$ cat src/rtl/muldiv_pkg.sv
// Shared types and constants for the RV32M multiply/divide sequencer.
package muldiv_pkg;

  localparam int unsigned XLEN = 32;

  typedef enum logic [1:0] {IDLE, CALC, DONE} stateT;

  localparam logic [2:0] OP_MUL    = 3'b000;
  localparam logic [2:0] OP_MULH   = 3'b001;
  localparam logic [2:0] OP_MULHSU = 3'b010;
  localparam logic [2:0] OP_MULHU  = 3'b011;
  localparam logic [2:0] OP_DIV    = 3'b100;
  localparam logic [2:0] OP_DIVU   = 3'b101;
  localparam logic [2:0] OP_REM    = 3'b110;
  localparam logic [2:0] OP_REMU   = 3'b111;

  localparam logic [XLEN-1:0] ALL_ONES = '1;
  localparam logic [XLEN-1:0] INT_MIN  = {1'b1, {(XLEN-1){1'b0}}};

  function automatic logic opSignedA(logic [2:0] op);
    return (op == OP_MULH) || (op == OP_MULHSU) || (op == OP_DIV) || (op == OP_REM);
  endfunction

  function automatic logic opSignedB(logic [2:0] op);
    return (op == OP_MULH) || (op == OP_DIV) || (op == OP_REM);
  endfunction

endpackage

$ cat src/rtl/muldiv_core.sv
// Iterative datapath: 1-bit-per-cycle shift-add multiplier and restoring divider on magnitudes.
module muldiv_core import muldiv_pkg::*; (
  input  logic            CLK,
  input  logic            Rst,
  input  logic            load,
  input  logic            step,
  input  logic [2:0]      op,
  input  logic [XLEN-1:0] srcA,
  input  logic [XLEN-1:0] srcB,
  output logic [XLEN-1:0] result
);

  logic [2:0]      opQ;
  logic            negQuoQ, negRemQ;
  logic [XLEN-1:0] hiQ, loQ, bQ;

  logic            sA, sB;
  logic [XLEN-1:0] magA, magB;

  logic [XLEN:0]     mulSum;
  logic [XLEN-1:0]   mulLo;
  logic [2*XLEN-1:0] prod, prodSigned;
  logic [XLEN:0]     shifted, trial;
  logic [XLEN-1:0]   divRem, divQuo, quoSigned, remSigned;
  logic [XLEN-1:0]   hiStep, loStep;

  assign sA   = opSignedA(op) & srcA[XLEN-1];
  assign sB   = opSignedB(op) & srcB[XLEN-1];
  assign magA = sA ? -srcA : srcA;
  assign magB = sB ? -srcB : srcB;

  // Multiply: hi accumulates, the product shifts right into lo as multiplier bits retire.
  assign mulSum = {1'b0, hiQ} + (loQ[0] ? {1'b0, bQ} : '0);
  assign mulLo  = {mulSum[0], loQ[XLEN-1:1]};
  assign prod   = {mulSum[XLEN:1], mulLo};

  // Divide: hi is the partial remainder, dividend bits shift out of lo as quotient bits enter.
  assign shifted = {hiQ, loQ[XLEN-1]};
  assign trial   = shifted - {1'b0, bQ};
  assign divRem  = trial[XLEN] ? shifted[XLEN-1:0] : trial[XLEN-1:0];
  assign divQuo  = {loQ[XLEN-2:0], ~trial[XLEN]};

  assign hiStep = opQ[2] ? divRem : mulSum[XLEN:1];
  assign loStep = opQ[2] ? divQuo : mulLo;

  assign prodSigned = negQuoQ ? -prod : prod;
  assign quoSigned  = negQuoQ ? -divQuo : divQuo;
  assign remSigned  = negRemQ ? -divRem : divRem;

  always_comb begin
    result = '0;
    unique case (opQ)
      OP_MUL:                       result = prodSigned[XLEN-1:0];
      OP_MULH, OP_MULHSU, OP_MULHU: result = prodSigned[2*XLEN-1:XLEN];
      OP_DIV, OP_DIVU:              result = quoSigned;
      default:                      result = remSigned;
    endcase
  end

  always_ff @(posedge CLK or negedge Rst) begin
    if (!Rst) begin
      opQ     <= OP_MUL;
      negQuoQ <= 1'b0;
      negRemQ <= 1'b0;
      hiQ     <= '0;
      loQ     <= '0;
      bQ      <= '0;
    end else if (load) begin
      opQ     <= op;
      negQuoQ <= sA ^ sB;
      negRemQ <= sA;
      hiQ     <= '0;
      loQ     <= magA;
      bQ      <= magB;
    end else if (step) begin
      hiQ <= hiStep;
      loQ <= loStep;
    end
  end

endmodule

$ cat src/rtl/muldiv_sequencer.sv
// Execute-stage M-extension controller: stalls E while the core iterates, then presents the
// result for one cycle with DoneE.
module muldiv_sequencer import muldiv_pkg::*; #(
  parameter int unsigned CNT_W = 6
) (
  input  logic            CLK,
  input  logic            Rst,
  input  logic            StartE,
  input  logic [2:0]      MulDivOpE,
  input  logic [XLEN-1:0] SrcAE,
  input  logic [XLEN-1:0] SrcBE,
  input  logic            FlushE,
  output logic            StallE,
  output logic            DoneE,
  output logic [XLEN-1:0] MulDivResultE,
  output logic            Busy
);

  localparam logic [CNT_W-1:0] LastCnt = CNT_W'(XLEN - 1);

  stateT           stateQ, stateD;
  logic [CNT_W-1:0] cntQ, cntD;
  logic [XLEN-1:0] resultQ, resultD, coreResult;
  logic            load, step;
  logic            divByZero, overflow;

  assign divByZero = MulDivOpE[2] && (SrcBE == '0);
  assign overflow  = ((MulDivOpE == OP_DIV) || (MulDivOpE == OP_REM)) &&
                     (SrcAE == INT_MIN) && (SrcBE == ALL_ONES);

  muldiv_core uCore (
    .CLK    (CLK),
    .Rst    (Rst),
    .load   (load),
    .step   (step),
    .op     (MulDivOpE),
    .srcA   (SrcAE),
    .srcB   (SrcBE),
    .result (coreResult)
  );

  always_comb begin
    stateD  = stateQ;
    cntD    = cntQ;
    resultD = resultQ;
    StallE  = 1'b0;
    DoneE   = 1'b0;
    load    = 1'b0;
    step    = 1'b0;
    unique case (stateQ)
      IDLE: begin
        if (StartE && !FlushE) begin
          StallE = 1'b1;
          if (divByZero) begin
            resultD = MulDivOpE[1] ? SrcAE : ALL_ONES;
            stateD  = DONE;
          end else if (overflow) begin
            resultD = MulDivOpE[1] ? '0 : INT_MIN;
            stateD  = DONE;
          end else begin
            load   = 1'b1;
            cntD   = '0;
            stateD = CALC;
          end
        end
      end
      CALC: begin
        if (FlushE) begin
          stateD = IDLE;
        end else begin
          StallE = 1'b1;
          step   = 1'b1;
          cntD   = cntQ + 1'b1;
          // The core's result already reflects this final step, including sign fix-up.
          if (cntQ == LastCnt) begin
            resultD = coreResult;
            stateD  = DONE;
          end
        end
      end
      DONE: begin
        DoneE  = !FlushE;
        stateD = IDLE;
      end
      default: stateD = IDLE;
    endcase
  end

  always_ff @(posedge CLK or negedge Rst) begin
    if (!Rst) begin
      stateQ  <= IDLE;
      cntQ    <= '0;
      resultQ <= '0;
    end else begin
      stateQ  <= stateD;
      cntQ    <= cntD;
      resultQ <= resultD;
    end
  end

  assign MulDivResultE = resultQ;
  assign Busy          = (stateQ != IDLE);

endmodule

$ cat config.mk
export PLATFORM = sky130hd
export DESIGN_NAME = muldiv_sequencer
export DESIGN_NICKNAME = d
export VERILOG_FILES = /design/src/rtl/muldiv_pkg.sv /design/src/rtl/muldiv_core.sv /design/src/rtl/muldiv_sequencer.sv
export SDC_FILE = /design/constraint.sdc
export NUM_CORES = 1
export LEC_CHECK = 0
export ABC_AREA = 1
export CORE_ASPECT_RATIO = 2
export CORE_MARGIN = 2
export CORE_UTILIZATION = 41
export CTS_CLUSTER_SIZE = 8
export DETAILED_ROUTE_END_ITERATION = 10
export PLACE_DENSITY = 0.54
export SLEW_MARGIN = 20
export SYNTH_ARGS = -nofsm -noshare
export SYNTH_HDL_FRONTEND = slang
export SYNTH_HIERARCHICAL = 1
export SYNTH_SLANG_ARGS = --single-unit
$ cat constraint.sdc
create_clock -name CLK -period 4 [get_ports CLK]
set_clock_uncertainty 0.05 [all_clocks]
set_input_delay 1.2 -clock CLK [delete_from_list [all_inputs] [get_ports CLK]]
set_output_delay 1.2 -clock CLK [all_outputs]
set_load 0.01 [all_outputs]
==> flow_summary.ini, run 1 <==
[status]
stop_error = [ERROR GRT-0232] Routing congestion too high. Check the congestion heatmap in the GUI.
outcome = aborted with a tool error
stop_stage = 5_1_grt

[timing]
worstEndpointType = sequential cell input
worst_endpoint = MulDivResultE[23]$_DFFE_PN0P_/D

[global_routing]
grt_overflow = 6
globalRouteTotalUtil_pct = 49.7
grt_max_degree = 88

[clock_network]
cts_sinks = 141
cts.path.max_buffers = 2
root_buffer = clkbuf_16
cts_hold_buf = 0
ctsHtreeMaxLevel = 4
numCtsBuffers = 17

[synthesis]
synth-seq-cells = 141
synth_fa_ha_area_share_pct = 4.83
yosys.area_share.simple_pct = 41.9
yosys.area.top_type = nand2_1
netlist-cell-type-count = 58
synthCells = 3439
synthMostInstantiatedCell = nand2_1
synth_top_family_by_area = simple AND/OR/NAND/NOR gates
synth_area_leaders = nand2_1 (20%), dfrtp_1 (19%), inv_1 (11%), nor2_1 (7.8%), nand3_1 (7.3%)
synth-xor-area-share_pct = 3.88
synthTopCellsByCount = nand2_1 (1019), inv_1 (553), nor2_1 (392)
synth_edf_count = 0
ys_seq_area_share_pct = 18.6
ys_warn_count = 6
synth-compound-area-share_pct = 16.9
ys.flop_type = dfrtp_1
avgSynthCellArea_sq_um = 5.52
synth_nets = 3582
synthMuxAreaShare_pct = 0
yosysTopAreaCellShare_pct = 20.2
async_reset_ff_share_pct = 100
synth_area_sq_um = 19000

[placement]
hpwl_mm = 89.3
gp_congestion = 1.14
io_buffers = 105

[floorplan]
placementRows = 111
die_x_microns = 156
start_util_pct = 41.4
num_io_pins = 106
fp.dieH_microns = 308
==> metal layers <==
layer / GRT usage (%) / overflow
met5: 0 / 0
met4: 56.7 / 3
met3: 17.2 / 0
met2: 82.7 / 3
met1: 43.0 / 0
==> metrics by stage <==
stage	cell area, sq um	setup TNS, ps	instances	setup slack, ps
floorplan	19000	0	3439	359
global placement	24300	-11420	4507	-594
detailed placement	24300	-11850	4507	-644
CTS	25200	-5.66	4544	-5.66
==> logic make-up after synthesis <==
logic type / Yosys count
flip-flops: 141
buffers and inverters: 678
AND/OR/NAND/NOR: 1883
AO/OA/AOI/OAI: 581
XOR/XNOR: 84
adder cells (fa/ha/maj): 72
==> repair_timing <==
action / 4_1_cts
gates resized for setup: 65
endpoints found under the setup margin: 32
pin swaps: 8
setup buffers: 5
==> run 2, diff against run 1 <==
--- a/config.mk
+++ b/config.mk
@@ -6,12 +6,10 @@
 export NUM_CORES = 1
 export LEC_CHECK = 0
 export ABC_AREA = 1
-export CORE_ASPECT_RATIO = 2
 export CORE_MARGIN = 2
-export CORE_UTILIZATION = 41
-export CTS_CLUSTER_SIZE = 8
+export CORE_UTILIZATION = 26
 export DETAILED_ROUTE_END_ITERATION = 10
-export PLACE_DENSITY = 0.54
+export PLACE_DENSITY_LB_ADDON = 0.15
 export SLEW_MARGIN = 20
 export SYNTH_ARGS = -nofsm -noshare
 export SYNTH_HDL_FRONTEND = slang
==> run 2 against run 1 <==
  * The run now ends clean
  * Synthesized area unchanged
  * Synthesized cell count unchanged
==> flow_summary.ini, run 2 <==
[timing]
clock.fmax_ghz = 0.258
rsz0062_at_grt = yes
drv_slew = 0
hold_ws_ps = 437
setup_viol_count_final = 0
slew_headroom_pct = 29.8
hold_viol = 0
setup_tns_ps = 0
worstMarginPinSlew_ps = 1050
period_needed_ps = 3880
period_share_pct = 97.0

[layout]
drive_gt1_share_pct = 20.1
fillCellCount = 8228
area_delta_synth_final_pct = 37.0
final-seq-area_sq_um = 3540
nNetsFinal = 4047
final_common_cell = nand2_1
antennaDiodeCount = 0
mostFrequentLayoutCells = nand2_1 (958), inv_1 (545), buf_4 (435)
multiInputGateArea_sq_um = 13900

[global_routing]
globalRouteTotalUtil_pct = 24.4
grt_pass1_wl_mm = 138
antenna_found_initial = 0
grt_max_degree = 78
grt_pass1_vias = 22400
grt_overflow = 0

[synthesis]
async_reset_ff_share_pct = 100
synth_nets = 3582
ys.flop_type = dfrtp_1
netlist-cell-type-count = 58
synthMostInstantiatedCell = nand2_1
synthTopCellsByCount = nand2_1 (1019), inv_1 (553), nor2_1 (392)
ys_seq_area_share_pct = 18.6
synthCells = 3439
yosysTopAreaCellShare_pct = 20.2
yosys.area.top_type = nand2_1
avgSynthCellArea_sq_um = 5.52
ys_warn_count = 6
synth_edf_count = 0
synth-seq-cells = 141
synth_area_sq_um = 19000
synth_area_leaders = nand2_1 (20%), dfrtp_1 (19%), inv_1 (11%), nor2_1 (7.8%), nand3_1 (7.3%)

[power_and_ir_drop]
switching_share_pct = 56.2
intPower_mw = 12.2
ir_worst_vdd_v = 0.000493
leakage_nw = 13.2
p_seq_share_pct = 10.0
power_mw = 27.9
power_switching_mw = 15.7
power_per_cell_area_nw_per_um2 = 1070
combPwrFrac_pct = 84.1
p_clk_share_pct = 5.9

[floorplan]
die_x_microns = 274
num_io_pins = 106
core_area_sq_um = 72600
die_area_sq_um = 75100
fp.dieH_microns = 274
start_util_pct = 26.1
placementRows = 99

[setup_path]
startpoint_type = input port
arrival_ps = 4150
cpPeakStageDelay_ps = 560
path_cells = clkdlybuf4s50_1 -> nor3_1 -> nand3_1 -> nor3_1 -> nand2_1 -> nor2_1 -> nand2_1 -> nor2_1 -> nand4_1 -> o41ai_1 -> buf_4 -> o21ai_0 -> o21ai_0
crit_path_end_kind = flip-flop
crit_required_ps = 4270
cp_max_fo = 6
path_class = input port to flip-flop
worst_path_max_delay_cell = clkdlybuf4s50_1

[drt]
wl_per_cell_microns = 18.9
drt_iter0_drc = 2193
drt_drc_violations_left = 0
avgViaCountPerCell = 4.87
wirelength_mm = 92.3
vias = 23800
first_pass_iters = 6
drtAntennaViolNets = 0

[clock_network]
root_buffer = clkbuf_16
clk_latency_ps = 500
cts_sinks = 141
numCtsBuffers = 17
cts.clk_slew.worst_paths_ps = 70
cts_hold_buf = 0
cts.path.max_buffers = 2
ctsHtreeMaxLevel = 4
cts_tree = yes

[placement]
hpwl_mm = 76.6
io_buffers = 105
gp_congestion = 0.959

[status]
outcome = completed

[run]
maxCapViolCount = 0

[min_path]
hold_path.class = flip-flop to flip-flop
==> run 2: cell counts after synthesis <==
Identical to the previous run, type by type.
==> run 2: per-stage QoR <==
step | instances | util [%] | area [sq um] | setup slack (ps)
final | 4875 | 35.8 | 26000 | 121
after global routing | 4875 | 35.8 | 26000 | -66.5
after CTS | 4859 | 34.2 | 24800 | 5.69
after detailed placement | 4828 | 33.4 | 24200 | -281
after global placement | 4828 | 33.4 | 24200 | -367
after floorplan | 3439 | - | 19000 | 359
==> run 2: kinds of logic after synthesis <==
kind of cell	after synthesis	synth area share (%)
fa+ha+maj	72	4.83
buf+inv	678	13.9
compound gates	581	16.9
simple gates	1883	41.9
flops	141	18.6
xor+xnor	84	3.88
==> run 2: final cells by class <==
type	count	area share [%]
flip-flops and latches	141	13.6
inverters	560	8.10
clock inverters	12	0.429
well taps	959	4.62
clock buffers	19	1.74
repair buffers	562	18.1
multi-input cells	2622	53.3
==> run 2: path summary, 6_finish.rpt <==
kind | slack [ps] | cells after the start | from | end
worst max-delay path | 120 | 13 | SrcAE[2] | uCore/loQ[31]
worst min register to register | 440 | 2 | cntQ[5] | cntQ[5]
worst min-delay path | 440 | 2 | cntQ[5] | cntQ[5]
min in group asynchronous | 620 | 1 | Rst | MulDivResultE[21]
worst max register to register | 190 | 27 | uCore/hiQ[23] | MulDivResultE[5]
max in group asynchronous | 2400 | 2 | Rst | cntQ[5]
==> run 2: power groups by stage <==
stage                     registers (mW)  logic, mW  clock network, mW
after floorplan                     2.57       11.9                  0
after global routing                2.87       25.7               1.74
after detailed placement            2.79       21.5                  0
after CTS                           2.78       21.7               1.68
after global placement              2.81       21.6                  0
final                               2.79       23.5               1.64
==> run 2: worst max-delay path, delay by kind of cell <==
family                 cells  cell delay [ps]
buffers and inverters      2              760
AOI/OAI and AO/OA          3              640
and+or+nand+nor            8             1550
==> run 2: repair_timing <==
action	CTS	global route
gates cloned	0	3
setup buffers	0	13
setup endpoints to repair	13	31
gates resized for setup	10	270
pin swaps	0	50
==> run 2: layer usage <==
metal	up-vias	share of wire, %	global-route usage (%)
met5	-	0	0
met3	107	5.5	3.15
met1	11000	48	35.1
met4	0	2.8	7.49
li1	11900	-	-
met2	715	43	37.6
Note: power is estimated with default switching activity, not from simulation.
